===== src/rtl/iq_pkg.sv =====
// Shared types for the ALU dispatch/issue-queue slice.
//   IQ_NUM_MAX    : largest supported number of ALU issue queues
//   credit_t      : credit counter type for the default IQ depth
//   iq_choose_t   : per-IQ slot select, bit k selects dispatch slot k
//   decode_info_t : decoded instruction info carried to the IQs
//   data_t        : operand data carried to the IQs
package iq_pkg;
  localparam int IQ_NUM_MAX  = 4;
  localparam int IQ_SIZE_DEF = 4;

  typedef logic [$clog2(IQ_SIZE_DEF+1)-1:0] credit_t;
  typedef logic [1:0] iq_choose_t;

  typedef struct packed {
    logic [6:0] opcode;
    logic [4:0] rd;
    logic [4:0] rs1;
    logic [4:0] rs2;
    logic [3:0] alu_op;
    logic [3:0] imm_sel;
    logic       rd_en;
    logic       use_imm;
  } decode_info_t;

  typedef logic [31:0] data_t;
endpackage


===== src/rtl/iq_credit_counter.sv =====
// Free-entry credit counter for one ALU issue queue.
//   clk, rst   : clock, synchronous active-high reset
//   flush      : refill to IQ_SIZE, error flag held
//   dec_i      : an instruction was dispatched into this IQ
//   inc_i      : the IQ issued (freed) an entry
//   credit_o   : current free-entry count
//   err_o      : sticky overflow/underflow flag
module iq_credit_counter #(
  parameter int IQ_SIZE = 4,
  parameter int CW      = $clog2(IQ_SIZE+1)
) (
  input  logic          clk,
  input  logic          rst,
  input  logic          flush,
  input  logic          dec_i,
  input  logic          inc_i,
  output logic [CW-1:0] credit_o,
  output logic          err_o
);
  localparam logic [CW-1:0] FULL = CW'(IQ_SIZE);

  logic [CW-1:0] credit_q;
  logic          err_q;

  always_ff @(posedge clk) begin
    if (rst) begin
      credit_q <= FULL;
      err_q    <= 1'b0;
    end else if (flush) begin
      credit_q <= FULL;
    end else begin
      unique case ({dec_i, inc_i})
        2'b10: begin
          // Underflow cannot happen while the picker only uses nonzero credits.
          if (credit_q == '0) err_q <= 1'b1;
          else                credit_q <= credit_q - 1'b1;
        end
        2'b01: begin
          // An issue pulse on a full IQ is a bookkeeping error; saturate.
          if (credit_q == FULL) err_q <= 1'b1;
          else                  credit_q <= credit_q + 1'b1;
        end
        default: ;
      endcase
    end
  end

  assign credit_o = credit_q;
  assign err_o    = err_q;

  a_no_underflow: assert property (@(posedge clk) disable iff (rst || flush)
    !(dec_i && !inc_i && credit_q == '0));
endmodule


===== src/rtl/alu_dispatch_arb.sv =====
// Steers up to two in-order rename slots into distinct ALU issue queues.
//   clk, rst       : clock, synchronous active-high reset
//   flush          : refill credits, reset round-robin, block dispatch
//   disp_valid_i   : slot valid (slot 1 only with slot 0)
//   disp_di_i/data : per-slot payload, broadcast on p_di_c/p_data_c
//   disp_ready_o   : slot accepted this cycle (== p_valid_c)
//   iq_choose_o    : per IQ, bit k set when slot k is steered there
//   iq_issue_i     : per IQ entry-freed pulse (credit return)
//   stall_cnt_o    : cycles with slot 0 valid but not accepted
//   credit_err_o   : sticky credit overflow/underflow flag
module alu_dispatch_arb
  import iq_pkg::*;
#(
  parameter int IQ_NUM  = 2,
  parameter int IQ_SIZE = 4
) (
  input  logic                     clk,
  input  logic                     rst,
  input  logic                     flush,
  input  logic [1:0]               disp_valid_i,
  input  decode_info_t [1:0]       disp_di_i,
  input  data_t [1:0]              disp_data_i,
  output logic [1:0]               disp_ready_o,
  output iq_choose_t [IQ_NUM-1:0]  iq_choose_o,
  output decode_info_t [1:0]       p_di_c,
  output data_t [1:0]              p_data_c,
  output logic [1:0]               p_valid_c,
  input  logic [IQ_NUM-1:0]        iq_issue_i,
  output logic [31:0]              stall_cnt_o,
  output logic                     credit_err_o
);
  localparam int CW  = $clog2(IQ_SIZE+1);
  localparam int RRW = $clog2(IQ_NUM);

  logic [IQ_NUM-1:0][CW-1:0] credit;
  logic [IQ_NUM-1:0]         elig, err, disp;
  logic [RRW-1:0]            rr_q, pick0, pick1;
  logic [CW-1:0]             best0, best1;
  logic                      found0, found1, acc0, acc1, block;
  logic [31:0]               stall_q;

  assign block = rst | flush;

  // Per-IQ credit counters.
  for (genvar i = 0; i < IQ_NUM; i++) begin : g_cred
    assign elig[i] = credit[i] != '0;
    assign disp[i] = |iq_choose_o[i];
    iq_credit_counter #(.IQ_SIZE(IQ_SIZE), .CW(CW)) u_cnt (
      .clk     (clk),
      .rst     (rst),
      .flush   (flush),
      .dec_i   (disp[i]),
      .inc_i   (iq_issue_i[i]),
      .credit_o(credit[i]),
      .err_o   (err[i])
    );
  end

  // Scan in round-robin order from rr_q; a strictly larger credit replaces
  // the current pick, so equal credits keep the earliest index in rr order.
  always_comb begin
    found0 = 1'b0; pick0 = '0; best0 = '0;
    found1 = 1'b0; pick1 = '0; best1 = '0;
    for (int j = 0; j < IQ_NUM; j++) begin
      int idx;
      logic [RRW-1:0] ix;
      idx = int'(rr_q) + j;
      if (idx >= IQ_NUM) idx = idx - IQ_NUM;
      ix = RRW'(idx);
      if (elig[ix] && (!found0 || credit[ix] > best0)) begin
        found0 = 1'b1; pick0 = ix; best0 = credit[ix];
      end
    end
    for (int j = 0; j < IQ_NUM; j++) begin
      int idx;
      logic [RRW-1:0] ix;
      idx = int'(rr_q) + j;
      if (idx >= IQ_NUM) idx = idx - IQ_NUM;
      ix = RRW'(idx);
      if (elig[ix] && ix != pick0 && (!found1 || credit[ix] > best1)) begin
        found1 = 1'b1; pick1 = ix; best1 = credit[ix];
      end
    end
  end

  assign acc0 = disp_valid_i[0] & found0 & ~block;
  assign acc1 = disp_valid_i[1] & acc0 & found1;

  always_comb begin
    iq_choose_o = '0;
    if (acc0) iq_choose_o[pick0][0] = 1'b1;
    if (acc1) iq_choose_o[pick1][1] = 1'b1;
  end

  assign disp_ready_o = {acc1, acc0};
  assign p_valid_c    = disp_ready_o;
  assign p_di_c       = disp_di_i;
  assign p_data_c     = disp_data_i;
  assign credit_err_o = |err;

  always_ff @(posedge clk) begin
    if (block) begin
      rr_q <= '0;
    end else if (acc0) begin
      rr_q <= (rr_q == RRW'(IQ_NUM-1)) ? '0 : rr_q + 1'b1;
    end
  end

  // Counter survives flush so stall statistics span pipeline flushes.
  always_ff @(posedge clk) begin
    if (rst)                                stall_q <= '0;
    else if (!flush && disp_valid_i[0] && !acc0) stall_q <= stall_q + 1'b1;
  end

  assign stall_cnt_o = stall_q;
endmodule

===== config.mk =====
export PLATFORM = sky130hd
export DESIGN_NAME = alu_dispatch_arb
export DESIGN_NICKNAME = d
export VERILOG_FILES = /design/src/rtl/iq_pkg.sv /design/src/rtl/iq_credit_counter.sv /design/src/rtl/alu_dispatch_arb.sv
export SDC_FILE = /design/constraint.sdc
export NUM_CORES = 1
export LEC_CHECK = 0
export BUFFER_PORTS_ARGS = -buffer_cell sky130_fd_sc_hd__buf_2
export CELL_PAD_IN_SITES_DETAIL_PLACEMENT = 1
export CELL_PAD_IN_SITES_GLOBAL_PLACEMENT = 1
export CORE_ASPECT_RATIO = 0.6
export CORE_UTILIZATION = 22
export DETAILED_ROUTE_END_ITERATION = 10
export HOLD_SLACK_MARGIN = 0.03
export PLACE_DENSITY_LB_ADDON = 0.1
export SLEW_MARGIN = 20
export SYNTH_ARGS = -nofsm -noshare
export SYNTH_HDL_FRONTEND = slang
export SYNTH_SLANG_ARGS = --single-unit

===== constraint.sdc =====
create_clock -name clk -period 3.4 [get_ports clk]
set_input_delay 0.34 -clock clk [delete_from_list [all_inputs] [get_ports clk]]
set_output_delay 0.34 -clock clk [all_outputs]
set_load 0.005 [all_outputs]

==> out/results.tsv, run 1 <==
stage	metric	value	unit
flow_run	timing.max_cap.violations	0	
sta	holdWs	0.311	ns
sta	finalCriticalPeriod	3.12	ns
cells_and_area	drive_above_1_share	26.2	%
yosys	ys_top_cells_by_area	buf_4 29%, dfxtp_1 24%, nor2_1 5.2%	
clock_tree	cts_resized	0	
global_routing	grt_pass1_vias	2266	
cells_and_area	fill_cells	1762	
min_path	hold_start	rst	
sta	worstMarginPinSlew	0.775	ns
global_routing	grt_pass1_wl	13.7	mm
worst_setup_path	crit_required	3.56	ns
cells_and_area	area_growth	-9.45	%
routing	drtIter0Drc	96	
sta	rsz0062_at_grt	true	
clock_tree	cts_buffers	5	
yosys	synthesis.nets	567	
clock_tree	clk_path_buf_depth	2	
worst_setup_path	endpoint_kind	flip-flop	
power	p_per_area	369	mW/mm2
cells_and_area	finish.utilization	20.8	%
clock_tree	cts-hold-fix-buffers	0	
global_routing	grt_max_degree	37	
worst_setup_path	cp-startpoint	rr_q	
clock_tree	clock-sinks	41	
global_routing	grt_overflow	0	
yosys	synth_top_cell_by_area	buf_4	
yosys	yosysSeqAreaShare	24.2	%
cells_and_area	instances_no_fill	542	
floorplan	die_x	162	um
yosys	syn_avg_cell_area	8.05	um2
yosys	ys_ff_latch	41	
worst_setup_path	cp.arrival	3.28	ns
placed_design	dpl.hpwl	6.73	mm
floorplan	dieArea	0.0159	mm2
clock_tree	cts_root_buf	clkbuf_16	
power	power_leakage	1.18	nW
routing	via_count	2320	
global_routing	grt_usage	11.2	%
worst_setup_path	path_class	reg2reg	
clock_tree	cts.reportedPaths.clkPinSlew	0.06	ns
sta	timing.fmax	320	MHz
sta	fin_crit_sh	91.9	%
worst_setup_path	startpoint_type	flip-flop	
power	power	1.13	mW
worst_setup_path	r2r-start	rr_q	
placed_design	place_congestion	0.726	
power	ir_worst_vdd	0.000116	V
placed_design	dp.cells	535	
yosys	async_flop_share	0	%
floorplan	start_util	23.0	%
clock_tree	cts_setup_buffers	0	
routing	drc	0	
sta	slew_viol_final	0	
worst_setup_path	worst-path-max-fanout	5	
floorplan	die_h	98.1	um
sta	slew-limit-headroom	48.3	%
status	status	finished, final reports clean	
yosys	synthFlopType	dfxtp_1	
clock_tree	insertion_delay	0.29	ns
sta	setup-violations-final	0	
yosys	synth_cell_types	48	
placed_design	place_area	0.00291	mm2
floorplan	io_pins	304	
cells_and_area	nets	490	
cells_and_area	antenna_cells	0	
yosys	ys_warn_count	0	
routing	drtAntennaViolNets	0	
yosys	synth_area	0.00339	mm2
yosys	synthDominantCellAreaShare	29.2	%
yosys	synthCells	421	
clock_tree	cts_tree	yes	
cells_and_area	stdcell_area	0.00307	mm2
routing	wl_per_cell	16.1	um
global_routing	antenna_found_initial	0	
yosys	synth_edf_count	0	
placed_design	port-buffer-count	47	
sta	finalHoldViolCount	0	
clock_tree	htree_levels	2	
routing	drt_wl_total	8.70	mm
routing	vias_per_cell	4.28	
min_path	hold_class	in2reg	
sta	fin_skew	0.00897	ns
floorplan	rows	34	
floorplan	core_area	0.0148	mm2
routing	drtPass1Iterations	4	
[power breakdown]
part	switching, mW	leakage, nW	internal (mW)
clock	0.207	0.0700	0.289
combinational	0.0803	0.780	0.0589
sequential	0.00843	0.331	0.488
total	0.296	1.18	0.836
[worst paths after layout]
kind,slack (ns),endpoint,depth (start not counted)
setup / recovery,0.28,g_cred[1].u_cnt.credit_o[2],13
hold / removal,0.31,g_cred[1].u_cnt.err_o,2
hold reg to reg,0.48,g_cred[1].u_cnt.err_o,2
setup reg to reg,0.28,g_cred[1].u_cnt.credit_o[2],13
[flip-flops by register name, indices dropped and copies added, names as in the netlist]
name and flops:
g_cred.u_cnt.credit_o 6, g_cred.u_cnt.err_o 2, rr_q 1, stall_cnt_o 32
[through the flow]
step / setup WS (ns) / TNS [ns]
after floorplan: 0.124 / 0
after global placement: 0.280 / 0
after detailed placement: 0.220 / 0
after CTS: 0.220 / 0
after global routing: -0.0328 / -0.0328
final: 0.275 / 0
[synthesized netlist by cell type, types with 8 or more instances]
| cell type | instances |
|---|---|
| a21oi_1 | 16 |
| nor3_1 | 10 |
| nor2_1 | 47 |
| nand4_1 | 13 |
| nand2_1 | 21 |
| ha_1 | 9 |
| xnor2_1 | 17 |
| dfxtp_1 | 41 |
| nand3_1 | 12 |
| buf_4 | 132 |
| o21ai_0 | 13 |
| clkbuf_1 | 8 |
| inv_1 | 8 |
| xor2_1 | 12 |
[cell type report]
cell class / count / area (um2) / share of cell area (%)
multi-input combinational: 228 / 1500 / 48.8
sequential: 41 / 821 / 26.7
timing repair buffer: 59 / 325 / 10.6
tap: 198 / 248 / 8.07
clock buffer: 7 / 143 / 4.65
inverter: 9 / 33.8 / 1.10
[cells by family (layout without fill, tap and decap cells)]
kind of cell | Yosys count | in the layout | synth area share (%)
buf+inv | 152 | 75 | 32.1
mux | 9 | 9 | 2.84
compound gates | 36 | 36 | 5.94
flops | 41 | 41 | 24.2
simple gates | 143 | 143 | 22.9
fa+ha+maj | 11 | 11 | 4.50
xor+xnor | 29 | 29 | 7.49
[routing by layer]
metal	wire (um)	share of wire, %	GRT usage [%]
met2	2900	33	12.6
met5	0	0	0
met3	500	5.7	4.21
met4	189	2.2	3.48
met1	5120	59	18.0
[critical path, cell delays in order, from the launching register on]
cell and delay [ns]:
dfxtp_1 0.37, buf_4 0.17, mux2_2 0.33, ha_1 0.29, o21ai_0 0.08, a32oi_1 0.24
xor2_2 0.15, buf_4 0.18, o31a_1 0.26, ha_1 0.21, mux2_2 0.28, a21oi_2 0.21
and3_1 0.17, o21ai_0 0.06
[cell usage in the layout (no fill, tap or decap), drive strengths merged, types with 11 or more instances in the layout]
cell type  instances
nand3             13
xor2              12
o21ai             14
nor2              48
nand2             21
nor3              11
dfxtp             41
xnor2             17
buf               59
a21oi             16
nand4             15
Power figures use the tool's default switching activity.
==> run 2, diff against run 1 <==
--- a/config.mk
+++ b/config.mk
@@ -5,11 +5,12 @@
 export SDC_FILE = /design/constraint.sdc
 export NUM_CORES = 1
 export LEC_CHECK = 0
+export ABC_AREA = 1
 export BUFFER_PORTS_ARGS = -buffer_cell sky130_fd_sc_hd__buf_2
 export CELL_PAD_IN_SITES_DETAIL_PLACEMENT = 1
 export CELL_PAD_IN_SITES_GLOBAL_PLACEMENT = 1
 export CORE_ASPECT_RATIO = 0.6
-export CORE_UTILIZATION = 22
+export CORE_UTILIZATION = 23
 export DETAILED_ROUTE_END_ITERATION = 10
 export HOLD_SLACK_MARGIN = 0.03
 export PLACE_DENSITY_LB_ADDON = 0.1
==> constraint.sdc (replaced) <==
create_clock -name clk -period 2.6 [get_ports clk]
set_input_delay 0.26 -clock clk [delete_from_list [all_inputs] [get_ports clk]]
set_output_delay 0.26 -clock clk [all_outputs]
set_load 0.005 [all_outputs]
==> out/results.tsv, run 2 <==
stage	metric	value	unit
status	status	finished with violations	
status	failed_checks	setup timing	
cells_and_area	multi_input_area	0.00198	mm2
floorplan	core_area	0.0165	mm2
global_routing	grt_pass1_wl	20.9	mm
yosys	async_flop_share	0	%
cells_and_area	finish.utilization	23.4	%
worst_setup_path	rr_worst_depth	17	
sta	fin_ws	-0.0833	ns
global_routing	met1_usage	21.7	%
min_path	whs_path_depth	3	
power	power_leakage	1.54	nW
worst_setup_path	endpoint_kind	flip-flop	
cells_and_area	final_common_cell	nand2_1	
global_routing	busiest_layer	met2	
clock_tree	cts.reportedPaths.clkPinSlew	0.07	ns
yosys	synth_cell_types	35	
clock_tree	htree_levels	2	
global_routing	antenna_found_initial	0	
cells_and_area	largest_reg_flops	32	
yosys	synth_area	0.00396	mm2
worst_setup_path	cp.arrival	2.86	ns
global_routing	grt_usage	16.0	%
routing	drt_wl_total	14.2	mm
floorplan	die_x	171	um
routing	vias_per_cell	4.32	
power	p_per_area	438	mW/mm2
global_routing	gr-usage-met3	4.13	%
routing	drtAntennaViolNets	0	
worst_setup_path	worst-path-max-fanout	8	
sta	timing.fmax	373	MHz
sta	holdWs	0.286	ns
clock_tree	cts-hold-fix-buffers	0	
routing	wl_per_cell	18.7	um
routing	drc	0	
cells_and_area	fill_cells	2063	
sta	finalCriticalPeriod	2.68	ns
sta	slew_viol_final	0	
yosys	synth_top_cell_by_area	buf_4	
floorplan	io_pins	304	
yosys	syn_avg_cell_area	6.62	um2
worst_setup_path	r2r-start	rr_q	
yosys	ys_top_cells_by_area	buf_4 25%, dfxtp_1 21%, nand2_1 16%	
sta	fin_skew	0.00924	ns
yosys	synth_edf_count	0	
worst_setup_path	startpoint_type	flip-flop	
yosys	synthCells	597	
global_routing	grt_max_degree	33	
worst_setup_path	regToRegSetupSlack	-0.08	ns
routing	drtIter0Drc	96	
min_path	hold_path_end	g_cred[0].u_cnt.credit_o[2]	
yosys	synth_most_common_cell	nand2_1	
flow_run	timing.max_cap.violations	0	
routing	via_count	3294	
cells_and_area	nets	679	
clock_tree	cts_tree	yes	
cells_and_area	regArea	831	um2
clock_tree	clk_path_buf_depth	2	
sta	slew-limit-headroom	63.8	%
cells_and_area	antenna_cells	0	
cells_and_area	drive_above_1_share	27.9	%
global_routing	grtUsageMet2	24.4	%
global_routing	grt_pass1_vias	3212	
worst_setup_path	crit-reg2reg-capture	g_cred[0].u_cnt.credit_o[2]	
worst_setup_path	crit_required	2.78	ns
sta	setup-violations-final	5	
clock_tree	cts_buffers	5	
routing	drtPass1Iterations	4	
floorplan	die_h	104	um
clock_tree	insertion_delay	0.29	ns
yosys	ys_top_cells_by_count	165 x nand2_1, 134 x buf_4, 54 x nor2_1	
sta	finalHoldViolCount	0	
yosys	yosysSeqAreaShare	20.8	%
worst_setup_path	path_class	reg2reg	
power	power	1.69	mW
yosys	ys_warn_count	0	
min_path	hold_class	in2reg	
cells_and_area	final_cell_mix	160 x nand2_1, 53 x nor2_1, 47 x buf_2	
yosys	synthFlopType	dfxtp_1	
yosys	synthesis.nets	743	
yosys	ys_ff_latch	41	
floorplan	dieArea	0.0177	mm2
floorplan	start_util	23.9	%
sta	worstMarginPinSlew	0.542	ns
placed_design	port-buffer-count	47	
cells_and_area	area_growth	-2.15	%
placed_design	dpl.hpwl	11.7	mm
placed_design	place_congestion	0.783	
global_routing	grt_overflow	0	
clock_tree	clock-sinks	41	
sta	fin_crit_sh	103	%
yosys	synthDominantCellAreaShare	25.4	%
power	ir_worst_vdd	0.000207	V
clock_tree	cts_root_buf	clkbuf_16	
sta	rsz0062_at_grt	true	
min_path	hold_start	rst	
floorplan	rows	36	
## run 2: cell count changes after synthesis, sizes merged, moves of 5 or more
cell	change
a21oi	+21
inv	+40
mux2	-5
nand2	+149
nand3	+16
nand4	-10
nor2	+19
nor3	-7
nor4	-5
or3	-8
xnor2	-12
## run 2: layer usage
metal | vias up | wire, um | share of wire [%]
li1 | 1601 | - | -
met2 | 110 | 6200 | 44
met1 | 1530 | 6540 | 46
met3 | 53 | 1150 | 8.0
met4 | 0 | 347 | 2.4
met5 | - | 0 | 0
## run 2: worst max-delay path by stage
stage                                             end  slack (ns)  start  cells after the start
after global routing      g_cred[0].u_cnt.credit_o[2]       -0.32   rr_q                     18
after CTS                 g_cred[1].u_cnt.credit_o[2]       -0.05   rr_q                     16
after detailed placement  g_cred[1].u_cnt.credit_o[2]       -0.32   rr_q                     16
after global placement    g_cred[0].u_cnt.credit_o[2]       -0.20   rr_q                     17
final                     g_cred[0].u_cnt.credit_o[2]       -0.08   rr_q                     17
after floorplan           g_cred[0].u_cnt.credit_o[2]       -0.04   rr_q                     19
## run 2: critical path, stage by stage (launching register included)
cell	delay (ns)
dfxtp_4	0.37
buf_6	0.14
nand2_1	0.07
o21ai_1	0.07
ha_1	0.30
nand3_1	0.13
nand2_2	0.09
inv_2	0.05
nand4_1	0.15
nand3_2	0.14
nand2_2	0.09
inv_2	0.08
ha_4	0.13
inv_2	0.04
fa_2	0.36
xor2_2	0.15
o21ai_1	0.11
nand3_1	0.08
## run 2: power breakdown
group	switching, mW	total, mW	internal (mW)	leakage (nW)
Combinational	0.199	0.339	0.140	1.13
Sequential	0.0140	0.655	0.641	0.333
Clock	0.292	0.701	0.408	0.0799
## run 2: layout make-up
| type | count | share of cell area (%) |
|---|---|---|
| multi-input cells | 364 | 51.2 |
| repair buffers | 72 | 11.1 |
| well taps | 228 | 7.37 |
| flip-flops and latches | 41 | 21.5 |
| clock inverters | 1 | 0.129 |
| clock buffers | 7 | 3.94 |
| inverters | 49 | 4.75 |
## run 2: what timing repair did
| action | in CTS | in global routing |
|---|---|---|
| resized for setup | 14 | 32 |
| pin swaps | 5 | 22 |
| cloned | 0 | 0 |
| setup endpoints to repair | 8 | 8 |
| setup buffers | 1 | 3 |
## run 2: logic make-up (layout without fill, tap and decap cells)
kind of cell | count (synthesis) | after routing | synth area share, %
xor+xnor | 13 | 13 | 2.88
compound gates | 61 | 61 | 8.79
flops | 41 | 41 | 20.8
fa+ha+maj | 11 | 11 | 3.86
buf+inv | 192 | 129 | 32.0
simple gates | 279 | 279 | 31.7
## run 2: through the flow
stage	std cells	TNS (ns)	worst slack, ns	area [um2]
CTS	759	-0.152	-0.0524	3760
global placement	750	-1.01	-0.197	3560
finish	762	-0.214	-0.0833	3870
global route	762	-1.89	-0.321	3870
detailed placement	750	-2.05	-0.318	3560
floorplan	597	-0.0429	-0.0423	3990
